===== src/rtl/logic_engine_bridge.sv =====
// Bridge between a level-held CPU request/ack port and a ready/valid logic engine.
// One transaction is in flight at a time; a hung engine is aborted after TIMEOUT_CYCLES.
module logic_engine_bridge #(
   parameter int unsigned TIMEOUT_CYCLES = 256,
   parameter logic [31:0] ERR_DATA       = 32'hDEAD0001
) (
   input  logic        clk,
   input  logic        rst_n,
   input  logic        logic_req,
   input  logic [31:0] logic_addr,
   output logic        logic_ack,
   output logic [31:0] logic_data,
   output logic        eng_req_valid,
   input  logic        eng_req_ready,
   output logic [31:0] eng_req_addr,
   input  logic        eng_rsp_valid,
   output logic        eng_rsp_ready,
   input  logic [31:0] eng_rsp_data,
   input  logic        eng_rsp_err,
   input  logic        err_clr,
   output logic        busy,
   output logic        timeout_err,
   output logic        rsp_err,
   output logic        stale_drop,
   output logic [15:0] req_count
);

   typedef enum logic [2:0] {IDLE, ISSUE, WAIT_RSP, ACK, DRAIN} state_t;

   // Last WAIT_RSP cycle index: the abort fires after TIMEOUT_CYCLES cycles in WAIT_RSP.
   localparam logic [15:0] TO_LAST = 16'(TIMEOUT_CYCLES - 1);

   state_t      state;
   state_t      state_nxt;
   logic [15:0] to_cnt;
   logic        rsp_ready_st;
   logic        rsp_take;
   logic        to_hit;
   logic        stale_take;
   logic        latch_addr;

   always_ff @(posedge clk or negedge rst_n) begin
      if (!rst_n) state <= IDLE;
      else        state <= state_nxt;
   end

   always_comb begin
      state_nxt     = state;
      logic_ack     = 1'b0;
      eng_req_valid = 1'b0;
      rsp_ready_st  = 1'b0;
      rsp_take      = 1'b0;
      to_hit        = 1'b0;
      stale_take    = 1'b0;
      latch_addr    = 1'b0;
      busy          = (state != IDLE);
      case (state)
         IDLE: begin
            rsp_ready_st = 1'b1;
            stale_take   = eng_rsp_valid;
            if (logic_req) begin
               latch_addr = 1'b1;
               state_nxt  = ISSUE;
            end
         end
         ISSUE: begin
            eng_req_valid = 1'b1;
            if (eng_req_ready) state_nxt = WAIT_RSP;
         end
         WAIT_RSP: begin
            rsp_ready_st = 1'b1;
            // A response arriving on the final counted cycle beats the timeout.
            if (eng_rsp_valid) begin
               rsp_take  = 1'b1;
               state_nxt = ACK;
            end else if (to_cnt == TO_LAST) begin
               to_hit    = 1'b1;
               state_nxt = ACK;
            end
         end
         ACK: begin
            logic_ack = 1'b1;
            state_nxt = DRAIN;
         end
         DRAIN: begin
            rsp_ready_st = 1'b1;
            stale_take   = eng_rsp_valid;
            if (!logic_req) state_nxt = IDLE;
         end
         default: state_nxt = IDLE;
      endcase
   end

   // Ready must read low while reset is held, even though IDLE normally accepts.
   assign eng_rsp_ready = rsp_ready_st & rst_n;

   always_ff @(posedge clk or negedge rst_n) begin
      if (!rst_n) begin
         eng_req_addr <= '0;
         logic_data   <= '0;
         to_cnt       <= '0;
         timeout_err  <= 1'b0;
         rsp_err      <= 1'b0;
         stale_drop   <= 1'b0;
         req_count    <= '0;
      end else begin
         if (latch_addr) eng_req_addr <= logic_addr;

         if (rsp_take)    logic_data <= eng_rsp_data;
         else if (to_hit) logic_data <= ERR_DATA;

         if (state == ISSUE)         to_cnt <= '0;
         else if (state == WAIT_RSP) to_cnt <= to_cnt + 16'd1;

         timeout_err <= to_hit                   | (timeout_err & ~err_clr);
         rsp_err     <= (rsp_take & eng_rsp_err) | (rsp_err     & ~err_clr);
         stale_drop  <= stale_take               | (stale_drop  & ~err_clr);

         if (logic_ack) req_count <= req_count + 16'd1;
      end
   end

endmodule


===== config.mk =====
export PLATFORM = sky130hd
export DESIGN_NAME = logic_engine_bridge
export DESIGN_NICKNAME = d
export VERILOG_FILES = /design/src/rtl/logic_engine_bridge.sv
export SDC_FILE = /design/constraint.sdc
export NUM_CORES = 1
export LEC_CHECK = 0
export ABC_AREA = 1
export ABC_CLOCK_PERIOD_IN_PS = 3700
export BUFFER_PORTS_ARGS = -buffer_cell sky130_fd_sc_hd__buf_2
export CORE_MARGIN = 10
export CORE_UTILIZATION = 35
export CTS_CLUSTER_SIZE = 24
export DETAILED_ROUTE_END_ITERATION = 6
export PLACE_DENSITY = 0.58
export SLEW_MARGIN = 10
export SYNTH_ARGS = -nofsm -noshare
export SYNTH_HDL_FRONTEND = slang
export SYNTH_SLANG_ARGS = --single-unit

===== constraint.sdc =====
create_clock -name clk -period 3.7 [get_ports clk]
set_input_delay 0.74 -clock clk [delete_from_list [all_inputs] [get_ports clk]]
set_output_delay 0.74 -clock clk [all_outputs]
set_load 0.01 [all_outputs]

Yosys cells after proc, flatten, opt, wreduce, memory -nomap -nowiden
Cells that the tools add are included.
{ "totals": {"elab_cells": 56, "out_inout_bits": 87, "inputBits": 71, "reg_bits": 102} }
{ "op_classes": {"n_bitwise": 9, "n_reduce_logical": 7, "eq_ne": 9, "addsub": 2, "n_mux": 21} }
{ "ops": {"columns": ["operator", "n"], "rows": [
  ["2-to-1 mux 32 bit", 2],
  ["adder 16 x 1 -> 16 bit (second input constant)", 2],
  ["2-to-1 mux 16 bit", 2],
  ["equality test 16 x 8 -> 1 bit (second input constant)", 1],
  ["2-to-1 mux 3 bit", 5],
  ["one-hot mux 3 bit (5 select lines)", 1],
  ["2-to-1 mux 1 bit", 11],
  ["equality test 3 x 2 -> 1 bit (second input constant)", 2],
  ["inequality test 2 bit (second input constant)", 3],
  ["AND 1 bit", 5],
  ["AND reduction 4 bit", 1],
  ["nonzero test 2 bit", 2],
  ["equality test 3 x 1 -> 1 bit (second input constant)", 1],
  ["equality test 3 bit (second input constant)", 1],
  ["logical NOT 3 bit", 1],
  ["inequality test 3 bit (second input constant)", 1],
  ["OR 1 bit", 3],
  ["nonzero test 3 bit", 1],
  ["OR reduction 3 bit", 1],
  ["OR reduction 2 bit", 1],
  ["NOT 1 bit", 1]
]} }

Depth between registers and ports, before layout
{ "logic_depth": {"word_depth": 6, "mapped_depth": 9, "mapped_depth_nobuf": 9} }

Worst setup path after synthesis
Ideal clock, no wire load.
{ "synth_path": {"path_kind": "input port to output port", "startpoint": "input rst_n", "endpoint": "output eng_rsp_ready", "path_buffers": 0, "path_stages": 1, "arrival_time_ps": 881, "path_slack_ps": 2079, "path_cell_list": "o21a_1"} }
{ "synth_via": {"elab_chain_len": 1} }
{ "synth_lines": {"columns": ["element", "line_no", "text"], "rows": [
  ["start, declared", "8", "input logic rst_n,"],
  ["AND 1 bit", "95", "assign eng_rsp_ready = rsp_ready_st & rst_n;"],
  ["end, declared", "17", "output logic eng_rsp_ready,"]
]} }
Every way passes these cells.

Worst setup path in the final report
{ "layout_path": {"startpoint": "register to_cnt[0]", "endpoint": "register logic_data[21]"} }
{ "layout_via": {"elab_chain_len": 5} }
{ "layout_lines": {"columns": ["element", "line_no", "text"], "rows": [
  ["start, declared", "35", "logic [15:0] to_cnt;"],
  ["start signal, assigned", "113", "else if (state == WAIT_RSP) to_cnt <= to_cnt + 16'd1;"],
  ["equality test 16 x 8 -> 1 bit", "76", "end else if (to_cnt == TO_LAST) begin"],
  ["2-to-1 mux 1 bit", "76", null],
  ["2-to-1 mux 1 bit", "73", "if (eng_rsp_valid) begin"],
  ["2-to-1 mux 1 bit", "57", "case (state)"],
  ["nonzero test 2 bit (no line)", null, null],
  ["end signal, assigned", "109", "if (rsp_take) logic_data <= eng_rsp_data;"],
  ["end, declared", "12", "output logic [31:0] logic_data,"]
]} }
Every way passes these cells.
A chain may end at the register's enable or synchronous reset.

==> metrics.txt <==
Die W=134 microns; clock sinks=102; Fill cells=1231; # IOs=158; number of global-route vias before repair=3931; Final Util=46.0%; Post-DP Area=5490 sq um; fmax=0.448 GHz; Overflow after GRT=0; setup ws final=1.47 ns; mux cell area share after synthesis=7.93%; First-pass DRT Iterations=4; Ant. Diodes=0; Finished Cell Area=5830 sq um; Compound-Gate Fraction of Synth Area=3.69%; Routed WL per cell=14.4 microns; Final ANT Viol Nets=0; Cell variety after synth=31; share of layout cells above drive strength 1=34.4%; effective utilization at floorplan=35.8%; clk buf depth=2; Worst Tran Pin Value=0.873 ns; Layout area overhead=28.5%; Setup Buffers After CTS=0; GRT Max-Usage Layer=met2; largest family of logic cells by synthesized area=simple AND/OR/NAND/NOR gates; Die H=approximately 130 microns; synth warn=0; most frequent cells in the layout=156 x buf_2, 132 x nand2_1, 102 x dfrtp_1; core area=12700 sq um; Syn Area/Cell=approximately 9.5 sq um; Crit path required time=about 4 ns; Final Skew=0.00471 ns; Min Hold Slack=0.328 ns; CP max FO=34; Post-Route WL=11.7 mm; number of gates resized after cts=0; drt first-iter violations=226; clock period minus worst slack=2.23 ns; # hold bufs at CTS=0; M3 GR Usage=6.09%; RSZ-0062 raised after global routing=no; Worst-Skew Late Latency=0.34 ns; CP Class=reg -> reg; H-tree lvl count=3; CP Capture Type=flop; XOR/XNOR Fraction of Synth Area=1.93%; I/O Buffers=approximately 160; CTS root buf=clkbuf_16; Max Cap Viol=0; met2 Track Usage GR=a little under a fifth; period utilization=between 60% and 70%; Seq cells post-synth=102; Placer Congestion=0.852; Worst Setup Start Kind=flop; largest net degree at the start of global routing=70; Worst-path clk slew=roughly 0.070 ns; final hold viol count=0; cts bufs inserted=9; Simple-Gate Fraction of Synth Area=between 20% and 30%; detailed placement HPWL=8.97 mm; outcome=completed; worst hold path class=in -> async; post-synthesis adder-cell area fraction=0.551%; M1 GR Usage=17.0%; nets=around 700; post-synthesis sequential area ratio=56.2%; Site Rows=41; # DRC=0; Cell Area, Synth=4540 sq um; global-route wire length before repair=between 15 and 20 mm; Mapped Cells=480; vias per inst=about 4.6; die area=17900 sq um; Pleak=3.04 nW; Synth Net Count=between 500 and 600; All-Layer GR Usage=13.1%; commonest non-fill, non-tap cell in the layout=buf_2; Slew Viols, Final=0; Via Count=3745; initial antenna violation count=0; Setup TNS=0 ns; Power Density=748 nW/um^2; Rel. slew slack=41.8%; Worst Path Arrival=2.51 ns; CTS tree=built; # setup viols final=0; pre-CTS WS=1.41 ns; Max VDD drop=~320 uV
[metal layers]
metal  up-vias  share of wire (%)
li1       1856                  -
met1      1743                 46
met2       134                 42
met3        12                 11
met4         0                1.2
met5         -                  0
[worst paths after layout]
path | to | slack [ns] | depth (start not counted) | start
worst max-delay path | logic_data[21]$_DFFE_PN0P_ | 1.47 | 9 | to_cnt[0]$_DFFE_PN0N_
worst min-delay path | to_cnt[6]$_DFFE_PN0N_ | 0.33 | 1 | rst_n
worst max register to register | logic_data[21]$_DFFE_PN0P_ | 1.47 | 9 | to_cnt[0]$_DFFE_PN0N_
worst min register to register | logic_data[4]$_DFFE_PN0P_ | 0.50 | 2 | logic_data[4]$_DFFE_PN0P_
max in group asynchronous | logic_data[19]$_DFFE_PN0P_ | 2.15 | 2 | rst_n
min in group clk | logic_data[4]$_DFFE_PN0P_ | 0.50 | 2 | logic_data[4]$_DFFE_PN0P_
[through the flow]
stage	std cells	total power, W
after floorplan	480	0.00267
after global placement	798	0.00332
after detailed placement	798	0.00335
after CTS	814	0.00445
after global routing	814	0.00470
final	814	0.00436
[kinds of logic (layout without fill, tap and decap cells)]
logic type | count (synthesis) | in the layout
muxes | 32 | 32
AOI/OAI and AO/OA | 31 | 31
DFF | 102 | 102
and+or+nand+nor | 250 | 250
adders and majority gates | 2 | 2
buffers and inverters | 53 | 215
xor gates and xnor gates | 10 | 10
[sequential cells by signal, summed over array words and instances, names as in the netlist]
| name | count |
|---|---|
| req_count | 16 |
| stale_drop | 1 |
| eng_req_addr | 32 |
| to_cnt | 16 |
| logic_data | 32 |
| rsp_err | 1 |
| state | 3 |
| timeout_err | 1 |
[synthesized netlist by cell type (all sizes together)]
library cell,instances,area (sq um)
nand2,132,495
dfrtp,102,2550
nand3,50,285
nor2,46,204
inv,40,150
mux2,32,360
o21ai,21,105
buf,13,73.8
or2,9,56.3
xor2,6,52.6
nand3b,5,37.5
nand4,5,31.3
a21oi,4,20.0
xnor2,4,35.0
nor3,3,15.0
a31oi,2,12.5
ha,2,25.0
o211ai,1,7.51
o21a,1,7.51
o21bai,1,7.51
o31ai,1,7.51
[layout make-up]
type                            instances  area, sq um  area share [%]
Clock buffer                           10          239            4.10
Clock inverter                          6          109            1.87
Inverter                               40          150            2.57
Multi-Input combinational cell        325         1770            30.3
Sequential cell                       102         2550            43.7
Tap cell                              172          215            3.69
Timing Repair Buffer                  159          803            13.8
[worst max-delay path: stages (launching register included)]
cell and delay, ns:
dfrtp_1 0.38, ha_1 0.18, nand2_1 0.10, inv_1 0.09, nand2_1 0.08, nor2_1 0.21
nand3_2 0.54, nand2_1 0.41, nand2_1 0.10, nand2_1 0.07
[power breakdown]
group	switching (W)	leakage, nW	internal (W)
registers	0.000239	1.29	0.00152
clock network	0.000399	0.172	0.000678
logic	0.000860	1.58	0.000670
Power figures use the tool's default switching activity.
